**config.mk**
```make
export PLATFORM = sky130hd
export DESIGN_NAME = player_mover
export DESIGN_NICKNAME = d
export VERILOG_FILES = /design/src/rtl/player_mover.sv
export SDC_FILE = /design/constraint.sdc
export NUM_CORES = 1
export LEC_CHECK = 0
export CORE_MARGIN = 2
export CORE_UTILIZATION = 56
export CTS_CLUSTER_DIAMETER = 100
export CTS_CLUSTER_SIZE = 25
export DETAILED_ROUTE_END_ITERATION = 10
export PLACE_DENSITY = 0.81
export SLEW_MARGIN = 10
export SYNTH_ARGS = -nofsm -noshare
export SYNTH_HDL_FRONTEND = slang
export SYNTH_SLANG_ARGS = --single-unit
```
**constraint.sdc**
```tcl
create_clock -name clk -period 2.5 [get_ports clk]
set_input_delay 0.5 -clock clk [delete_from_list [all_inputs] [get_ports clk]]
set_output_delay 0.5 -clock clk [all_outputs]
set_load 0.01 [all_outputs]
```
**src/rtl/player_mover.sv**
```systemverilog
// Frame-rate sprite mover: synchronized buttons, clamped (or toroidal with
// PLAYER_WRAP_EN defined) position update, facing tracking and walk animation.
module player_mover #(
  parameter int unsigned START_R  = 300,
  parameter int unsigned START_C  = 300,
  parameter int unsigned STEP     = 2,
  parameter int unsigned MAX_R    = 464,
  parameter int unsigned MAX_C    = 624,
  parameter int unsigned ANIM_DIV = 8
) (
  input  logic       clk,
  input  logic       rst,
  input  logic       frame_tick,
  input  logic       btn_up,
  input  logic       btn_down,
  input  logic       btn_left,
  input  logic       btn_right,
  output logic [9:0] player_r,
  output logic [9:0] player_c,
  output logic [1:0] facing,
  output logic [1:0] anim_frame,
  output logic       moving
);

  // state  | meaning
  // S_IDLE | no net movement on the last frame tick, animation parked at 0
  // S_WALK | at least one axis had nonzero net movement on the last tick
  localparam logic [0:0] S_IDLE = 1'b0;
  localparam logic [0:0] S_WALK = 1'b1;

  localparam int unsigned DIV_W = (ANIM_DIV > 1) ? $clog2(ANIM_DIV) : 1;
  localparam logic [DIV_W-1:0] DIV_LAST = DIV_W'(ANIM_DIV - 1);

  localparam logic [10:0] STEP11  = 11'(STEP);
  localparam logic [10:0] MAX_R11 = 11'(MAX_R);
  localparam logic [10:0] MAX_C11 = 11'(MAX_C);

  localparam logic [1:0] FACE_UP    = 2'd0;
  localparam logic [1:0] FACE_DOWN  = 2'd1;
  localparam logic [1:0] FACE_LEFT  = 2'd2;
  localparam logic [1:0] FACE_RIGHT = 2'd3;

  logic [3:0]       btn_meta;
  logic [3:0]       btn_sync;
  logic [0:0]       state;
  logic [DIV_W-1:0] div_cnt;

  logic v_inc, v_dec, h_inc, h_dec, any_move;
  logic [9:0] r_next, c_next;

  // Arithmetic is done at 11 bits so the intermediate sum never wraps.
  function automatic logic [9:0] inc_pos(input logic [9:0] pos, input logic [10:0] max_p);
    logic [10:0] sum;
    sum = {1'b0, pos} + STEP11;
`ifdef PLAYER_WRAP_EN
    if (sum > max_p) sum = sum - (max_p + 11'd1);
`else
    if (sum > max_p) sum = max_p;
`endif
    return sum[9:0];
  endfunction

  function automatic logic [9:0] dec_pos(input logic [9:0] pos, input logic [10:0] max_p);
    logic [10:0] p;
    p = {1'b0, pos};
    if (p < STEP11) begin
`ifdef PLAYER_WRAP_EN
      p = p + max_p + 11'd1 - STEP11;
`else
      p = 11'd0;
`endif
    end else begin
      p = p - STEP11;
    end
    return p[9:0];
  endfunction

  // btn_sync bit order: {up, down, left, right}
  always_comb begin
    v_inc    = btn_sync[2] & ~btn_sync[3];
    v_dec    = btn_sync[3] & ~btn_sync[2];
    h_inc    = btn_sync[0] & ~btn_sync[1];
    h_dec    = btn_sync[1] & ~btn_sync[0];
    any_move = v_inc | v_dec | h_inc | h_dec;

    r_next = player_r;
    if (v_inc)      r_next = inc_pos(player_r, MAX_R11);
    else if (v_dec) r_next = dec_pos(player_r, MAX_R11);

    c_next = player_c;
    if (h_inc)      c_next = inc_pos(player_c, MAX_C11);
    else if (h_dec) c_next = dec_pos(player_c, MAX_C11);
  end

  always_ff @(posedge clk) begin
    if (rst) begin
      btn_meta   <= '0;
      btn_sync   <= '0;
      player_r   <= 10'(START_R);
      player_c   <= 10'(START_C);
      facing     <= FACE_DOWN;
      anim_frame <= 2'd0;
      state      <= S_IDLE;
      div_cnt    <= '0;
    end else begin
      btn_meta <= {btn_up, btn_down, btn_left, btn_right};
      btn_sync <= btn_meta;
      if (frame_tick) begin
        player_r <= r_next;
        player_c <= c_next;
        // Horizontal wins over vertical; no net movement keeps the old facing.
        if (h_inc)      facing <= FACE_RIGHT;
        else if (h_dec) facing <= FACE_LEFT;
        else if (v_inc) facing <= FACE_DOWN;
        else if (v_dec) facing <= FACE_UP;

        if (!any_move) begin
          state      <= S_IDLE;
          div_cnt    <= '0;
          anim_frame <= 2'd0;
        end else begin
          state <= S_WALK;
          if (state == S_WALK) begin
            if (div_cnt == DIV_LAST) begin
              div_cnt    <= '0;
              anim_frame <= anim_frame + 2'd1;
            end else begin
              div_cnt <= div_cnt + DIV_W'(1);
            end
          end
        end
      end
    end
  end

  assign moving = (state == S_WALK);

endmodule

```
; Word level (Yosys, flattened, before mapping)
; Cells that the tools add are included.
[word_totals]
regBits = 36
input_bits = 7
word_cells = 59
[op_classes]
add_sub_neg = 6
magnitude_cmp = 4
eq_ne = 3
n_mux = 19
n_bitwise = 11
n_reduce_logical = 8
[op_table]
columns = cell, count
row1 = two-way mux 10 bit, 8
row2 = adder 10 x 2 -> 11 bit (second input constant), 2
row3 = less-than comparator 10 x 2 -> 1 bit (second input constant), 2
row4 = subtractor 10 x 2 -> 10 bit (second input constant), 2
row5 = two-way mux 2 bit, 7
row6 = greater-than comparator 11 x 10 -> 1 bit (second input constant), 1
row7 = greater-than comparator 11 x 9 -> 1 bit (second input constant), 1
row8 = two-way mux 3 bit, 3
row9 = AND reduction 2 bit, 4
row10 = AND 1 bit, 4
row11 = inverter 1 bit, 4
row12 = nonzero test 2 bit, 2
row13 = nonzero test 4 bit, 1
row14 = adder 3 x 1 -> 3 bit (second input constant), 1
row15 = equality test 3 bit (second input constant), 1
row16 = bitwise OR 1 bit, 3
row17 = AND reduction 3 bit, 1
row18 = adder 2 x 1 -> 2 bit (second input constant), 1
row19 = inequality test 2 x 1 -> 1 bit (second input constant), 1
row20 = inequality test 2 bit (second input constant), 1
row21 = two-way mux 1 bit, 1

; Depth between registers and ports, before layout
[logic_depth]
depth_word = 7
depth_mapped = 9

; Worst setup path before layout
; Ideal clock, no wire load.
[synth_path]
path_kind = reg-to-reg
from = register player_r[1]
to = register player_r[1]
t_arrival_ns = 1.820
t_required_ns = 2.383
path_slack_ns = 0.563
path_stages_with_launch = 8
n_path_buf = 1
period_less_slack_ns = 1.937
path_cell_list = dfxtp_1 > ha_1 > buf_2 > and3_1 > and3_1 > o31ai_1 > o311ai_2 > a32o_1
[synth_via]
elab_chain_len = 4
elab_cells_between_ends = 8
cone_classes = 2 x add/sub / 2 x order compare / 4 x mux
[synth_rtl]
columns = item, line_no
row1 = start: declaration, 18  ; output logic [9:0] player_r,
row2 = start signal: assignment, 99  ; player_r <= 10'(START_R);
row3 = start signal: assignment, 109  ; player_r <= r_next;
row4 = adder 10 x 2 -> 11 bit (tied with other cells), 54  ; sum = {1'b0, pos} + STEP11;
row5 = greater-than comparator 11 x 9 -> 1 bit or two-way mux 10 bit (tied branches), "58, 66"
row6 = "two-way mux 10 bit, on equally long branches", "58, 88"
row7 = two-way mux 10 bit (*), 87  ; if (v_inc) r_next = inc_pos(player_r, MAX_R11);
; Mark *: on every way between the ends. The rest lies on a longest branch, timed or not. The select of a mux whose other input is x is not followed.
; A chain may end at the register's enable or synchronous reset.

; Final worst setup path
[layout_path]
from = register player_c[2]
to = register player_c[6]
[layout_via]
elab_chain_len = 4
elab_cells_between_ends = 8
cone_classes = 2 x add/sub / 2 x order compare / 4 x mux
[layout_rtl]
columns = item, line_no
row1 = start: declaration, 19  ; output logic [9:0] player_c,
row2 = start signal: assignment, 100  ; player_c <= 10'(START_C);
row3 = start signal: assignment, 110  ; player_c <= c_next;
row4 = adder 10 x 2 -> 11 bit (tied with other cells), 54
row5 = greater-than comparator 11 x 10 -> 1 bit or two-way mux 10 bit (tied branches), "58, 66"
row6 = "two-way mux 10 bit, on equally long branches", "58, 92"
row7 = two-way mux 10 bit (*), 91  ; if (h_inc) c_next = inc_pos(player_c, MAX_C11);
; Marked as above.

==> results.yml <==
timing:
  worst_slew_pin_slew_ns: 0.5914
  final_hold_viol_count: 0
  hold_ws_ns: 0.4409
  setup_viol: 0
  slew_headroom_pct: 60.49
  period_needed_ns: 2.239
  fin_ws_ns: 0.2605
  grt_setup_unrepaired: "no"
  fin_worst_skew_ns: 0.004064
  fmax_ghz: 0.4465
  post-route-period-util_pct: 89.58
  tns_ns: 0
  drv_slew: 0
clock_tree:
  cts_tree: "yes"
  cts.sink_count: 34
  clkTransAtPathRegs_ns: 0.07
  clk_latency_ns: 0.29
  h-tree-depth: 2
  cts_setup_buffers: 0
  cts-hold-fix-buffers: 0
  cts_root_buf: "clkbuf_8"
  cts_buffers: 5
  clock_path_buffers: 2
yosys:
  syn_avg_cell_area_um2: 7.743
  yosys.cell_count.top_type: "dfxtp_1"
  yosysTopAreaCellShare_pct: 27.56
  ys_seq_area_share_pct: 27.56
  syn_inst: 319
  synth_cell_type_count: 66
  synth-edff-count: 0
  synth.cell_area_mm2: 0.002470
  synth_common_cells: "34 x dfxtp_1, 24 x nor2_1, 23 x o21ai_0"
  yosysTopAreaCell: "dfxtp_1"
  yosys_warnings: 0
  async_reset_ff_share_pct: 0
  synth-main-ff-cell: "dfxtp_1"
  synth_seq_cells: 34
  ys_top_cells_by_area: "dfxtp_1 28%, o21ai_0 4.7%, ha_1 4.6%, a21oi_1 4.5%, nor2_1 3.6%"
global_route:
  grt_antenna_before_repair: 0
  grt_max_degree: 30
  grt_pass1_vias: 2174
  track_usage_pct: 24.99
  grt_overflow: 0
  grt_pass1_wl_mm: 10.14
critical_path:
  endpoint_kind: "flop"
  worst_setup_path_start_kind: "flop"
  arrival_ns: 2.42
  path_class: "reg -> reg"
  worstPathRequired_ns: 2.68
  cp_max_fo: 10
routing:
  drc: 0
  first_pass_iters: 7
  ant_nets: 0
  wl_per_cell_um: 15.01
  m1WireLength_mm: 2.720
  avgViaCountPerCell: 6.326
  top_layer_used: "met4"
  detailedRoute.firstIterationViolations: 281
  wl_met3_um: 335
  routed_wl_mm: 5.899
  vias: 2486
  dr_wl_met2_mm: 2.742
floorplan:
  floorplan.rows: 24
  io_pins: 32
  die_w_um: 70.41
  die-area_mm2: 0.004958
  die_y_um: 70.41
  start_util_pct: 57.52
  core_mm2: 0.004294
place:
  gp_congestion: 0.9391
  dpl-instance-area_mm2: 0.002763
  dp.cells: 385
  dp_hpwl_mm: 4.188
  io_buffers: 29
  pre_cts_ws_ns: 0.2821
cells_and_area:
  diodes: 0
  drive_gt1_share_pct: 9.384
  syn_to_final_growth_pct: 15.81
  stdcell_count: 393
  ff_latch_area_um2: 680.7
  nets: 356
  multi_input_area_mm2: 0.001609
  finish.instance_area_mm2: 0.002860
  post-route-util_pct: 66.61
  nFillCells: 370
run:
  drv_cap: 0
worst_hold_path:
  min_path_type: "reg -> reg"
power:
  p_leak_nw: 1.017
  p_total_mw: 1.204
  peakVddDrop_v: 0.0003656
  p_per_area_mw_per_mm2: 420.8
outcome:
  outcome: "complete, no violations"
==> cells by family after synthesis <==
family / share of synthesized area (%)
other: 0.1518
AOI/OAI and AO/OA: 27.05
adders and majority gates: 4.559
xor gates and xnor gates: 2.482
buffers and inverters: 7.548
and+or+nand+nor: 29.03
DFF: 27.56
muxes: 1.621
==> layout make-up <==
cell class / count / share of cell area [%]
Clock inverter: 2 / 0.4374
Timing Repair Buffer: 39 / 12.77
Sequential cell: 34 / 23.80
Inverter: 12 / 1.575
Multi-Input combinational cell: 248 / 56.26
Tap cell: 52 / 2.275
Clock buffer: 6 / 2.887
==> sequential cells by signal, indices dropped and copies added, names as in the netlist <==
register,flops
btn_sync,4
player_r,9
div_cnt,3
facing,2
moving,1
player_c,9
anim_frame,2
btn_meta,4
==> routing by layer <==
layer | vias to the layer above | global-route usage (%)
met5 | - | 0
met4 | 0 | 8.547
met3 | 11 | 3.896
met2 | 95 | 39.20
met1 | 1158 | 34.79
li1 | 1222 | -
==> critical path, cell delays in order (launching register included) <==
cell,delay [ns]
dfxtp_1,0.51
ha_1,0.32
and4_1,0.26
and2_1,0.20
nand4_1,0.11
a2bb2oi_1,0.23
o21ai_1,0.20
o31a_1,0.31
==> report_power, final <==
part	leakage [nW]	internal (mW)	switching, mW
Sequential	0.277	0.560	0.0277
Combinational	0.693	0.0827	0.0999
Clock	0.0472	0.221	0.212
==> repair_timing <==
item | in CTS | in global routing
hold endpoints to repair | 0 | 0
setup endpoints to repair | 0 | 1
gates resized for setup | 0 | 1
==> worst paths after layout <==
| check | from | end | slack, ns | depth (start not counted) |
|---|---|---|---|---|
| worst max-delay path | player_c[2]$_SDFFE_PP1P_ | player_c[6]$_SDFFE_PP0P_ | 0.26 | 7 |
| worst min-delay path | btn_meta[1]$_SDFF_PP0_ | btn_sync[1]$_SDFF_PP0_ | 0.44 | 1 |
| worst max register to register | player_c[2]$_SDFFE_PP1P_ | player_c[6]$_SDFFE_PP0P_ | 0.26 | 7 |
| worst min register to register | btn_meta[1]$_SDFF_PP0_ | btn_sync[1]$_SDFF_PP0_ | 0.44 | 1 |
==> layout by cell type (no fill, tap or decap), drive strengths merged, types with 10 or more instances in the layout <==
cell type / synthesis / final
a21oi: 22 / 22
buf: 20 / 10
clkdlybuf4s50: 0 / 29
dfxtp: 34 / 34
inv: 11 / 11
nand2: 20 / 20
nand3: 12 / 12
nor2: 24 / 24
nor2b: 11 / 11
nor3: 10 / 10
o21ai: 32 / 32
(Power assumes the default switching activity.)
